===== config.mk =====
export PLATFORM = sky130hd
export DESIGN_NAME = prog_loader
export DESIGN_NICKNAME = d
export VERILOG_FILES = /design/src/rtl/prog_loader.sv
export SDC_FILE = /design/constraint.sdc
export NUM_CORES = 1
export LEC_CHECK = 0
export ABC_AREA = 1
export BUFFER_PORTS_ARGS = -buffer_cell sky130_fd_sc_hd__buf_2
export CAP_MARGIN = 15
export CORE_MARGIN = 3
export CORE_UTILIZATION = 45
export CTS_CLUSTER_DIAMETER = 120
export DETAILED_ROUTE_END_ITERATION = 10
export PLACE_DENSITY = 0.73
export SKIP_LAST_GASP = 1
export SYNTH_ARGS = -nofsm -noshare
export SYNTH_HDL_FRONTEND = slang
export SYNTH_SLANG_ARGS = --single-unit

===== constraint.sdc =====
create_clock -name clk -period 2.8 [get_ports clk]
set_clock_uncertainty 0.15 [all_clocks]
set_input_delay 0.56 -clock clk [delete_from_list [all_inputs] [get_ports clk]]
set_output_delay 0.56 -clock clk [all_outputs]
set_load 0.01 [all_outputs]

===== src/rtl/prog_loader.sv =====
// rtl/prog_loader.sv - boot-time byte-stream program loader that holds the CPU until an image is written
// Optional trailing XOR checksum byte and CHK state are enabled by defining LOADER_CHECKSUM_EN.
module prog_loader #(
    parameter logic [31:0] BASE_ADDR = 32'h0000_0000,
    parameter int unsigned MAX_WORDS = 1024
) (
    input  logic        clk,
    input  logic        rst_n,
    input  logic        start,
    input  logic [7:0]  in_byte,
    input  logic        in_valid,
    output logic        in_ready,
    output logic        mem_we,
    output logic [31:0] mem_addr,
    output logic [31:0] mem_wdata,
    output logic        cpu_hold,
    output logic        done,
    output logic        error,
    output logic [15:0] words_loaded
);
    typedef enum logic [2:0] {
        S_IDLE, S_LEN_HI, S_LEN_LO, S_DATA, S_CHK, S_FLUSH, S_DONE, S_ERROR
    } state_t;

    localparam logic [16:0] MAX_N = 17'(MAX_WORDS);

    state_t      state_q, state_d;
    logic [15:0] len_q;
    logic [15:0] words_q;
    logic [23:0] shift_q;
    logic [1:0]  cnt_q;
    logic        mem_we_q;
    logic [31:0] addr_q;
    logic [31:0] wdata_q;
`ifdef LOADER_CHECKSUM_EN
    logic [7:0]  xor_q;
`endif

    logic        accept;
    logic        restart;
    logic        word_end;
    logic        last_word;
    logic [15:0] len_next;

    assign accept    = in_valid && in_ready;
    assign restart   = start && (state_q == S_IDLE || state_q == S_DONE || state_q == S_ERROR);
    assign word_end  = accept && (state_q == S_DATA) && (cnt_q == 2'd3);
    assign last_word = (words_q + 16'd1) == len_q;
    assign len_next  = {len_q[15:8], in_byte};

    always_ff @(posedge clk or negedge rst_n) begin
        if (!rst_n) state_q <= S_IDLE;
        else        state_q <= state_d;
    end

    always_comb begin
        state_d = state_q;
        case (state_q)
            S_IDLE, S_DONE, S_ERROR: if (restart) state_d = S_LEN_HI;
            S_LEN_HI: if (accept) state_d = S_LEN_LO;
            S_LEN_LO: if (accept) begin
                if ({1'b0, len_next} > MAX_N) state_d = S_ERROR;
`ifdef LOADER_CHECKSUM_EN
                else if (len_next == 16'd0)   state_d = S_CHK;
`else
                else if (len_next == 16'd0)   state_d = S_DONE;
`endif
                else                          state_d = S_DATA;
            end
`ifdef LOADER_CHECKSUM_EN
            S_DATA: if (word_end && last_word) state_d = S_CHK;
            S_CHK:  if (accept) state_d = (in_byte == xor_q) ? S_DONE : S_ERROR;
`else
            // FLUSH covers the final write strobe so done never coincides with mem_we
            S_DATA:  if (word_end && last_word) state_d = S_FLUSH;
            S_FLUSH: state_d = S_DONE;
`endif
            default: state_d = S_IDLE;
        endcase
    end

    always_comb begin
        in_ready = 1'b0;
        cpu_hold = 1'b1;
        done     = 1'b0;
        error    = 1'b0;
        case (state_q)
            S_LEN_HI, S_LEN_LO, S_DATA, S_CHK: in_ready = 1'b1;
            S_DONE: begin
                cpu_hold = 1'b0;
                done     = 1'b1;
            end
            S_ERROR: error = 1'b1;
            default: ;
        endcase
    end

    always_ff @(posedge clk or negedge rst_n) begin
        if (!rst_n) begin
            len_q    <= '0;
            words_q  <= '0;
            shift_q  <= '0;
            cnt_q    <= '0;
            mem_we_q <= 1'b0;
            addr_q   <= '0;
            wdata_q  <= '0;
`ifdef LOADER_CHECKSUM_EN
            xor_q    <= '0;
`endif
        end else begin
            mem_we_q <= 1'b0;
            if (restart) begin
                words_q <= '0;
                cnt_q   <= '0;
`ifdef LOADER_CHECKSUM_EN
                xor_q   <= '0;
`endif
            end
            if (accept && state_q == S_LEN_HI) len_q[15:8] <= in_byte;
            if (accept && state_q == S_LEN_LO) len_q[7:0]  <= in_byte;
            if (accept && state_q == S_DATA) begin
                shift_q <= {shift_q[15:0], in_byte};
                cnt_q   <= cnt_q + 2'd1;
`ifdef LOADER_CHECKSUM_EN
                xor_q   <= xor_q ^ in_byte;
`endif
            end
            // words_q is the index of the word being completed, so it doubles as the address offset
            if (word_end) begin
                mem_we_q <= 1'b1;
                wdata_q  <= {shift_q, in_byte};
                addr_q   <= BASE_ADDR + {14'd0, words_q, 2'b00};
                words_q  <= words_q + 16'd1;
            end
        end
    end

    assign mem_we       = mem_we_q;
    assign mem_addr     = addr_q;
    assign mem_wdata    = wdata_q;
    assign words_loaded = words_q;
endmodule


==> reports/metrics.yaml, run 1 <==
p_leak_nw: 3.034
fp.dieArea_mm2: 0.01248
worstPathMaxFanout: 8
hold_path_class: "flop to flop"
fp.dieH_um: 111.7
synth_edf_count: 0
slew_headroom_pct: 58.13
port_buffers: 80
clock-root-buffer: "clkbuf_8"
wl_met2_mm: 5.340
syn_area_mm2: 0.005029
cp.arrival_ns: 1.83
routed_wl_mm: 11.62
async_flop_share_pct: 100.0
end_kind: "primary output"
ant_nets: 0
rsz0062_at_grt: "false"
netlist_top_cells_area: "dfrtp_1, nand2_1, o21ai_0"
wl_per_cell_um: 14.09
avgSynthCellArea_um2: 8.284
final_nets: 698
io_pins: 97
grt_pass1_wl_mm: 19.48
num_rows: 37
fin_util_pct: 53.78
antennaDiodeCount: 0
grt.overflow.total: 0
track_usage_pct: 19.21
drt-vias-per-instance: 5.063
yosys.area.top_type_share_pct: 54.74
synth-seq-area-share_pct: 54.74
hpwl_mm: 8.526
vias: 4177
drc: 0
worst_pin_slew_ns: 0.6281
clk_pin_slew_worst_paths_ns: 0.10
synth_commonest_cells: "nand2_1, dfrtp_1, o21ai_0, inv_1, nand3_1"
required_ns: 2.09
netlist_instances: 607
drive_gt1_share_pct: 16.26
core_mm2: 0.01060
setup_violations: 0
min_period_ns: 2.544
yosysWarnings: 0
wl_met1_mm: 5.475
fin_setup_tns_ns: 0
max_freq_ghz: 0.3931
cp-start-kind: "flop"
fillers: 1022
grt_start_max_net_pins: 73
insertion_delay_ns: 0.37
cts_max_path_buffers: 2
antenna_found_initial: 0
ctsHtreeMaxLevel: 3
die_w_um: 111.7
status: "complete, no violations"
yosys.area.top_type: "dfrtp_1"
synth.ff_latch_count: 110
drt-initial-drc-count: 239
cts_tree: "built"
hold_violations: 0
cts_num_sinks: 110
criticalPathCategory: "flop to primary output"
powerDensity_mw_per_mm2: 712.7
power.total_mw: 4.064
syn_to_final_growth_pct: 13.39
cts_buffers: 9
synthFlopType: "dfrtp_1"
yosysMostFrequentCell: "nand2_1"
yosysUniqueCellTypes: 31
drv_slew: 0
maxCapViolations: 0
period_share_pct: 90.85
postCtsSetupBuffers: 0
dr.pass1.iters: 5
routabilityCongestion: 0.9524
hold_buffers: 1
cts_resized: 0
dr_wl_met3_um: 636
start_util_pct: 47.43
peakVddDrop_uv: 468.8
highest_layer: "met4"
grt_pass1_vias: 3948
flip-flops by register name, summed over array words and instances (netlist names):
name,count
cnt_q,2
mem_we,1
state_q,3
mem_addr,16
words_loaded,16
mem_wdata,32
shift_q,24
len_q,16
worst max-delay path, cell delays in order (launching register included):
cell	delay [ns]
dfrtp_1	0.45
inv_1	0.20
a21oi_1	0.13
a21oi_1	0.22
inv_1	0.07
a211o_1	0.26
buf_2	0.14
through the flow:
step	std cells	worst slack [ns]	hold WS (ns)	cell area, um^2
after floorplan	622	0.7856	0.1144	5085
after global placement	808	0.6640	0.3032	5509
after detailed placement	808	0.5917	0.3081	5509
after CTS	825	0.2603	0.3339	5702
after global routing	825	0.1309	0.3439	5702
final	825	0.2561	0.3277	5702
final timing paths:
check	startpoint	endpoint	slack, ns	cells after the start
setup / recovery	state_q[2]$_DFFE_PN0P_	in_ready	0.26	6
hold / removal	mem_wdata[25]$_DFFE_PN0P_	mem_wdata[25]$_DFFE_PN0P_	0.33	2
setup reg to reg	words_loaded[0]$_DFFE_PN0P_	state_q[1]$_DFFE_PN0P_	0.57	16
hold reg to reg	mem_wdata[25]$_DFFE_PN0P_	mem_wdata[25]$_DFFE_PN0P_	0.33	2
max in group asynchronous	rst_n	mem_addr[13]$_DFFE_PN0P_	1.33	3
min in group asynchronous	rst_n	mem_wdata[16]$_DFFE_PN0P_	0.48	2
final cells by class:
class                   count  area (um^2)  area share (%)
clock buffers              11        141.4           2.480
clock inverters             5        41.29          0.7242
inverters                  67        251.5           4.411
multi-input cells         410         1882           33.00
flip-flops and latches    110         2753           48.28
well taps                 136        170.2           2.984
repair buffers             86        462.9           8.119
report_power, final:
part	internal (mW)	total, mW	switching, mW
Clock	0.360	0.909	0.549
Combinational	0.375	1.03	0.657
Sequential	1.89	2.12	0.236
Total	2.62	4.06	1.44
routing by layer:
layer	global-route usage, %	vias to the layer above
met1	27.41	1960
met2	29.98	129
li1	-	2070
met3	4.022	18
met5	0	-
met4	5.272	0
cells by family after synthesis:
kind of cell | count (synthesis) | synth area share (%)
xor gates and xnor gates | 3 | 0.5226
DFF | 110 | 54.74
AOI/OAI and AO/OA | 110 | 11.42
adders and majority gates | 2 | 0.4976
buffers and inverters | 102 | 8.957
and+or+nand+nor | 279 | 23.79
other | 1 | 0.07457
placed cells by master (no fill, tap or decap):
cell	instances
o21ai_0	92
inv_1	66
conb_1	16
nand3_1	35
clkinv_2	1
a211o_1	1
o21ai_1	1
inv_8	1
nand2_4	1
dlygate4sd3_1	1
inv_2	1
nor2_4	3
o22ai_1	9
clkbuf_8	10
nand3b_1	4
or2_2	1
nand4_1	9
dfrtp_1	110
buf_2	79
a31oi_1	1
ha_1	2
o21bai_1	2
nor2_8	1
nand2_2	2
nor2_1	26
nor4_1	1
nand2_1	193
xnor2_1	1
clkbuf_1	1
a22oi_1	1
buf_4	5
buf_12	1
a21oi_1	3
nor2_2	2
clkinvlp_4	1
inv_6	2
nand3_2	1
xor2_1	2
Note: power is estimated with default switching activity, not from simulation.
==> run 2: changes to the inputs <==
--- a/config.mk
+++ b/config.mk
@@ -11,4 +11,5 @@
 export CORE_MARGIN = 3
 export CORE_UTILIZATION = 45
+export CTS_BUF_LIST = sky130_fd_sc_hd__clkbuf_8
 export CTS_CLUSTER_DIAMETER = 120
 export DETAILED_ROUTE_END_ITERATION = 10
--- a/constraint.sdc
+++ b/constraint.sdc
@@ -3,3 +3,3 @@
 set_input_delay 0.56 -clock clk [delete_from_list [all_inputs] [get_ports clk]]
 set_output_delay 0.56 -clock clk [all_outputs]
-set_load 0.01 [all_outputs]
+set_load 0.005 [all_outputs]
==> run 2 against run 1 <==
Wire length hardly changed. Die area stayed put. Via count is 1.4% lower. Total power is 3.9% higher. Largest cell class unchanged. Sequential share of layout area is 0.22 points lower. Fmax is 0.34% lower. Flip-flop and latch count stayed put. Worst hold slack worse by 0.32 ns. Core utilization is 0.25 points higher. First-iteration DRC count is 6.7% higher.
==> reports/metrics.yaml, run 2 (synthesized netlist as in run 1, its figures left out) <==
p_leak_nw: 3.048  # +0.48%
largest_register_ffs: 32  # unchanged
wl_per_cell_um: 14.13  # +0.28%
ant_nets: 0  # unchanged
insertion_delay_ns: 0.37  # about the same
drv_slew: 0  # unchanged
cp-start-kind: "flop"
multi_input_area_mm2: 0.001882  # unchanged
max_stage_delay_ns: 0.45  # about the same
io_pins: 97  # unchanged
vias: 4119  # -1.4%
hold_path_class: "input port to async pin"
grt_start_max_net_pins: 73  # unchanged
end_kind: "primary output"
final_nets: 696  # -0.29%
max_freq_ghz: 0.3918  # -0.34%
p_comb_share_pct: 23.7  # -1.7 points
fin_cells: 822  # -0.36%
cp_slowest_cell: "dfrtp_1"
criticalPathCategory: "flop to primary output"
cp_cell_sequence: "inv_1 > a21oi_1 > a21oi_1 > inv_1 > a211o_1 > buf_2"
final_cell_mix: "nand2_1, dfrtp_1, o21ai_0, buf_2, inv_1"
track_usage_pct: 19.10  # -0.11 points
dr.pass1.iters: 4  # -1
cellInternalPower_mw: 2.797  # +6.7%
maxCapViolations: 0  # unchanged
r2r_cells: 16  # unchanged
grt_pass1_vias: 3867  # -2.1%
worst_pin_slew_ns: 0.6336  # +0.005444 ns
clk_pin_slew_worst_paths_ns: 0.10  # about the same
fillers: 992  # -2.9%
power_frac_clock_pct: 25.8  # +3.4 points
cp.arrival_ns: 1.84  # about the same
mostFrequentLayoutCell: "nand2_1"
cts_num_sinks: 110  # unchanged
min_period_ns: 2.552  # +0.008586 ns
seqCellArea_mm2: 0.002753  # unchanged
antennaDiodeCount: 0  # unchanged
cts_buffers: 9  # unchanged
die_w_um: 111.7  # unchanged
hold_buffers: 0  # -1
hpwl_mm: 8.377  # -1.7%
status: "complete, no violations"
drt-vias-per-instance: 5.011  # -1.0%
powerDensity_mw_per_mm2: 737.1  # +3.4%
clock-root-buffer: "clkbuf_8"
start_util_pct: 47.43  # unchanged
peakVddDrop_uv: 498.5  # +6.3%
routed_wl_mm: 11.61  # about the same
grt.overflow.total: 0  # unchanged
port_buffers: 80  # unchanged
holdWs_ns: 0.006583  # -0.3211 ns
drt-initial-drc-count: 255  # +6.7%
pwr-share-seq_pct: 50.5  # -1.8 points
syn_to_final_growth_pct: 13.91
slew_headroom_pct: 57.66  # -0.47 points
worstPathMaxFanout: 8  # unchanged
p_sw_mw: 1.425  # -1.2%
rsz0062_at_grt: "false"
fp.dieArea_mm2: 0.01248  # unchanged
power.share.switching_pct: 33.74  # -1.7 points
grt_pass1_wl_mm: 19.31  # -0.88%
hold_violations: 0  # unchanged
drc: 0  # unchanged
required_ns: 2.09  # about the same
cts_tree: "built"
fp.dieH_um: 111.7  # unchanged
postCtsSetupBuffers: 0  # unchanged
num_rows: 37  # unchanged
drive_gt1_share_pct: 16.18  # -0.075 points
cts_max_path_buffers: 2  # unchanged
period_share_pct: 91.16  # +0.31 points
fin_setup_tns_ns: 0  # unchanged
placedCellCount: 807  # -0.12%
core_mm2: 0.01060  # unchanged
cts_resized: 0  # unchanged
antenna_found_initial: 0  # unchanged
routabilityCongestion: 0.8863  # -6.9%
setup_violations: 0  # unchanged
ctsHtreeMaxLevel: 3  # unchanged
-- run 2: cell count changes in the layout (fill, tap and decap cells not counted), sizes merged --
| cell | previous run | this run |
|---|---|---|
| clkbuf | 11 | 10 |
| buf | 85 | 84 |
| dlygate4sd3 | 1 | 0 |
| bufinv | 0 | 2 |
| clkinv | 1 | 0 |
| clkinvlp | 1 | 0 |
-- run 2: layer usage --
metal | vias to the layer above | wire length, um | GRT usage, %
li1 | 2056 | - | -
met1 | 1936 | 5556 | 27.38
met5 | - | 0 | 0
met2 | 116 | 5243 | 29.38
met3 | 11 | 672 | 4.130
met4 | 0 | 138 | 5.596
-- run 2: power by group through the flow --
stage               Clock, mW  Combinational [mW]  Sequential (mW)
floorplan                   0               0.756             2.08
global placement            0               0.958             2.14
detailed placement          0                1.00             2.15
CTS                      1.10                1.01             2.12
global route             1.18                1.19             2.17
finish                   1.09                1.00             2.13
-- run 2: final timing paths --
path / startpoint / end / slack [ns]
worst max-delay path: state_q[2]$_DFFE_PN0P_ / in_ready / 0.25
worst min-delay path: rst_n / mem_wdata[31]$_DFFE_PN0P_ / 0.007
worst max register to register: words_loaded[0]$_DFFE_PN0P_ / state_q[1]$_DFFE_PN0P_ / 0.32
worst min register to register: mem_wdata[25]$_DFFE_PN0P_ / mem_wdata[25]$_DFFE_PN0P_ / 0.33
max in group asynchronous: rst_n / mem_wdata[24]$_DFFE_PN0P_ / 1.79
min in group clk: mem_wdata[25]$_DFFE_PN0P_ / mem_wdata[25]$_DFFE_PN0P_ / 0.33
-- run 2: area by class of cell --
| class | instances | share of cell area, % |
|---|---|---|
| inverter | 67 | 4.391 |
| tap | 136 | 2.971 |
| clock inverter | 5 | 1.551 |
| sequential | 110 | 48.06 |
| clock buffer | 10 | 2.403 |
| timing repair buffer | 84 | 7.776 |
| multi-input combinational | 410 | 32.85 |
-- run 2: per-stage QoR --
step | power [mW] | cell area, um^2 | utilization [%] | setup WS (ns)
floorplan | 2.834 | 5085 | - | 0.8299
global placement | 3.095 | 5502 | 51.89 | 0.4409
detailed placement | 3.153 | 5502 | 51.89 | 0.3850
CTS | 4.233 | 5728 | 54.03 | 0.2365
global route | 4.532 | 5728 | 54.03 | 0.05669
finish | 4.222 | 5728 | 54.03 | 0.2475
-- run 2: critical path, delay by kind of cell (launching register included) --
kind                   cells  cell delay (ns)
AO/OA/AOI/OAI              3             0.62
buffers and inverters      3             0.40
flip-flops                 1             0.45
==> run 3: changes to the inputs <==
--- a/config.mk
+++ b/config.mk
@@ -10,9 +10,10 @@
 export CAP_MARGIN = 15
 export CORE_MARGIN = 3
-export CORE_UTILIZATION = 45
+export CORE_UTILIZATION = 57
 export CTS_BUF_LIST = sky130_fd_sc_hd__clkbuf_8
 export CTS_CLUSTER_DIAMETER = 120
 export DETAILED_ROUTE_END_ITERATION = 10
-export PLACE_DENSITY = 0.73
+export PLACE_DENSITY = 0.88
+export REMOVE_ABC_BUFFERS = 1
 export SKIP_LAST_GASP = 1
 export SYNTH_ARGS = -nofsm -noshare
==> constraint.sdc (replaced) <==
create_clock -name clk -period 2.8 [get_ports clk]
set_clock_uncertainty 0.15 [all_clocks]
set_input_delay 0 -clock clk [delete_from_list [all_inputs] [get_ports clk]]
set_output_delay 0 -clock clk [all_outputs]
set_load 0.005 [all_outputs]
==> run 3 against run 2 <==
Flip-flop and latch count unchanged. Sequential share of layout area fell by 0.28 points. Core utilization up 15 points. Largest power group unchanged.
==> reports/metrics.yaml, run 3 (synthesized netlist as in run 1, its figures left out) <==
fillers: 687  # -31%
insertion_delay_ns: 0.37  # about the same
max_freq_ghz: 0.4248  # +8.4%
worst_pin_slew_ns: 0.8152  # +0.1816 ns
vias: 4277  # +3.8%
end_kind: "flop"
fin_util_pct: 68.74  # +15 points
ctsHtreeMaxLevel: 3  # unchanged
grt_pass1_wl_mm: 19.13  # -0.93%
maxCapViolations: 0  # unchanged
antenna_found_initial: 0  # unchanged
wl_per_cell_um: 14.27  # +1.0%
place_ws_ns: 0.5219  # +0.1369 ns
grt_start_max_net_pins: 97  # +33%
track_usage_pct: 24.00  # +4.9 points
fin_setup_tns_ns: 0  # unchanged
antennaDiodeCount: 0  # unchanged
p_sw_mw: 1.443  # +1.3%
grt.overflow.total: 0  # unchanged
min_period_ns: 2.354  # -0.1983 ns
cts_max_path_buffers: 2  # unchanged
fp.dieArea_mm2: 0.009985  # -20%
largest_register_ffs: 32  # unchanged
power.total_mw: 4.055  # -4.0%
power.share.switching_pct: 35.58  # +1.8 points
reg2reg_from: "words_loaded[0]$_DFFE_PN0P_"
required_ns: 2.91  # +0.82 ns
drt-initial-drc-count: 379  # +49%
fin_cells: 805  # -2.1%
cp.arrival_ns: 2.47  # +0.63 ns
cellInternalPower_mw: 2.612  # -6.6%
routed_wl_mm: 11.49  # -1.1%
dr.pass1.iters: 5  # +1
regToRegSetupSlack_ns: 0.45  # +0.13 ns
final_cell_mix: "nand2_1, dfrtp_1, o21ai_0, buf_2, inv_1"
worstPathMaxFanout: 6  # -2
period_share_pct: 84.08  # -7.1 points
final_nets: 709  # +1.9%
powerDensity_mw_per_mm2: 703.7  # -4.5%
cts_buffers: 9  # unchanged
pwr-share-seq_pct: 52.4  # +1.9 points
grt_pass1_vias: 4044  # +4.6%
clk_pin_slew_worst_paths_ns: 0.11  # about the same
r2r_cells: 16  # unchanged
hold_path_class: "input port to async pin"
die_w_um: 99.93  # -11%
ant_nets: 0  # unchanged
hold_violations: 0  # unchanged
hpwl_mm: 7.966  # -4.9%
cts_num_sinks: 110  # unchanged
p_comb_share_pct: 25.3  # +1.6 points
fp.dieH_um: 99.93  # -11%
num_rows: 33  # -11%
fin_ws_ns: 0.4458  # +0.1983 ns
criticalPathCategory: "flop to flop"
rsz0062_at_grt: "false"
p_leak_nw: 3.084  # +1.2%
setup_violations: 0  # unchanged
cp-start-kind: "flop"
placedCellCount: 777  # -3.7%
drc: 0  # unchanged
power_frac_clock_pct: 22.3  # -3.5 points
peakVddDrop_uv: 480.9  # -3.5%
cts_tree: "built"
drv_slew: 0  # unchanged
clock-root-buffer: "clkbuf_8"
status: "complete, no violations"
start_util_pct: 59.99  # +13 points
port_buffers: 80  # unchanged
syn_to_final_growth_pct: 14.58
core_mm2: 0.008382  # -21%
slew_headroom_pct: 45.65  # -12 points
mostFrequentLayoutCell: "nand2_1"
worstReg2RegEnd: "state_q[0]$_DFFE_PN0P_"
io_pins: 97  # unchanged
drt-vias-per-instance: 5.313  # +6.0%
routabilityCongestion: 0.8614  # -2.8%
drive_gt1_share_pct: 16.00  # -0.18 points
[run 3: cell types whose count changed in the layout (fill, tap and decap cells not counted), sizes merged]
cell,change
buf,+1
dlygate4sd3,+12
clkbuf,-1
clkinv,+4
bufinv,-2
[run 3: timing repair]
action / in CTS / in global routing
hold buffers: 12 / 0
buffers inserted: 0 / 0
gates resized for setup: 0 / 0
endpoints found under the hold margin: 106 / 0
[run 3: stage by stage]
| stage | hold slack (ns) | area [um^2] |
|---|---|---|
| CTS | 0.1187 | 5762 |
| detailed placement | -0.03762 | 5458 |
| finish | 0.08756 | 5762 |
| floorplan | -0.4456 | 4886 |
| global route | 0.1582 | 5762 |
| global placement | -0.03502 | 5458 |
[run 3: per-layer routing]
metal  GRT usage, %  vias up  part of all wire, %
li1               -     2094                    -
met1          32.12     2002                   43
met2          39.46      158                   49
met3          4.100       23                  6.1
met4          9.139        0                  2.2
met5              0        -                    0
[run 3: cell type report]
| type | count | area, um^2 | share of cell area, % |
|---|---|---|---|
| inverter | 67 | 251.5 | 4.365 |
| clock buffer | 9 | 123.9 | 2.150 |
| sequential | 110 | 2753 | 47.77 |
| multi-input combinational | 410 | 1882 | 32.66 |
| clock inverter | 7 | 60.06 | 1.042 |
| timing repair buffer | 97 | 560.5 | 9.729 |
| tap | 105 | 131.4 | 2.280 |
[run 3: how the worst max path moves through the flow]
stage,start,to,slack [ns],cells after the start
after floorplan,state_q[1]$_DFFE_PN0P_,words_loaded[15]$_DFFE_PN0P_,-0.47,7
after global placement,words_loaded[0]$_DFFE_PN0P_,state_q[1]$_DFFE_PN0P_,0.64,16
after detailed placement,words_loaded[0]$_DFFE_PN0P_,state_q[0]$_DFFE_PN0P_,0.52,16
after CTS,words_loaded[0]$_DFFE_PN0P_,state_q[0]$_DFFE_PN0P_,0.49,16
after global routing,words_loaded[0]$_DFFE_PN0P_,state_q[0]$_DFFE_PN0P_,0.23,16
final,words_loaded[0]$_DFFE_PN0P_,state_q[0]$_DFFE_PN0P_,0.45,16
[run 3: critical path: stages (launching register included)]
cell     delay [ns]
dfrtp_1        0.48
ha_1           0.23
nand3_1        0.13
nor2_1         0.24
nand2_1        0.11
nand2_1        0.11
nand2_1        0.07
nand2_1        0.06
nand2_1        0.05
inv_1          0.04
nand2_1        0.04
nor2_1         0.10
nand3_1        0.12
nand2_2        0.11
nand2_1        0.08
nand2_1        0.08
nand2_1        0.04
[run 3: power groups by stage]
stage                     logic, mW  registers [mW]  clock network (mW)
after floorplan               0.723            2.08                   0
after global placement        0.941            2.13                   0
after detailed placement       1.00            2.14                   0
after CTS                      1.03            2.12               0.918
after global routing           1.20            2.16               0.978
final                          1.03            2.12               0.903
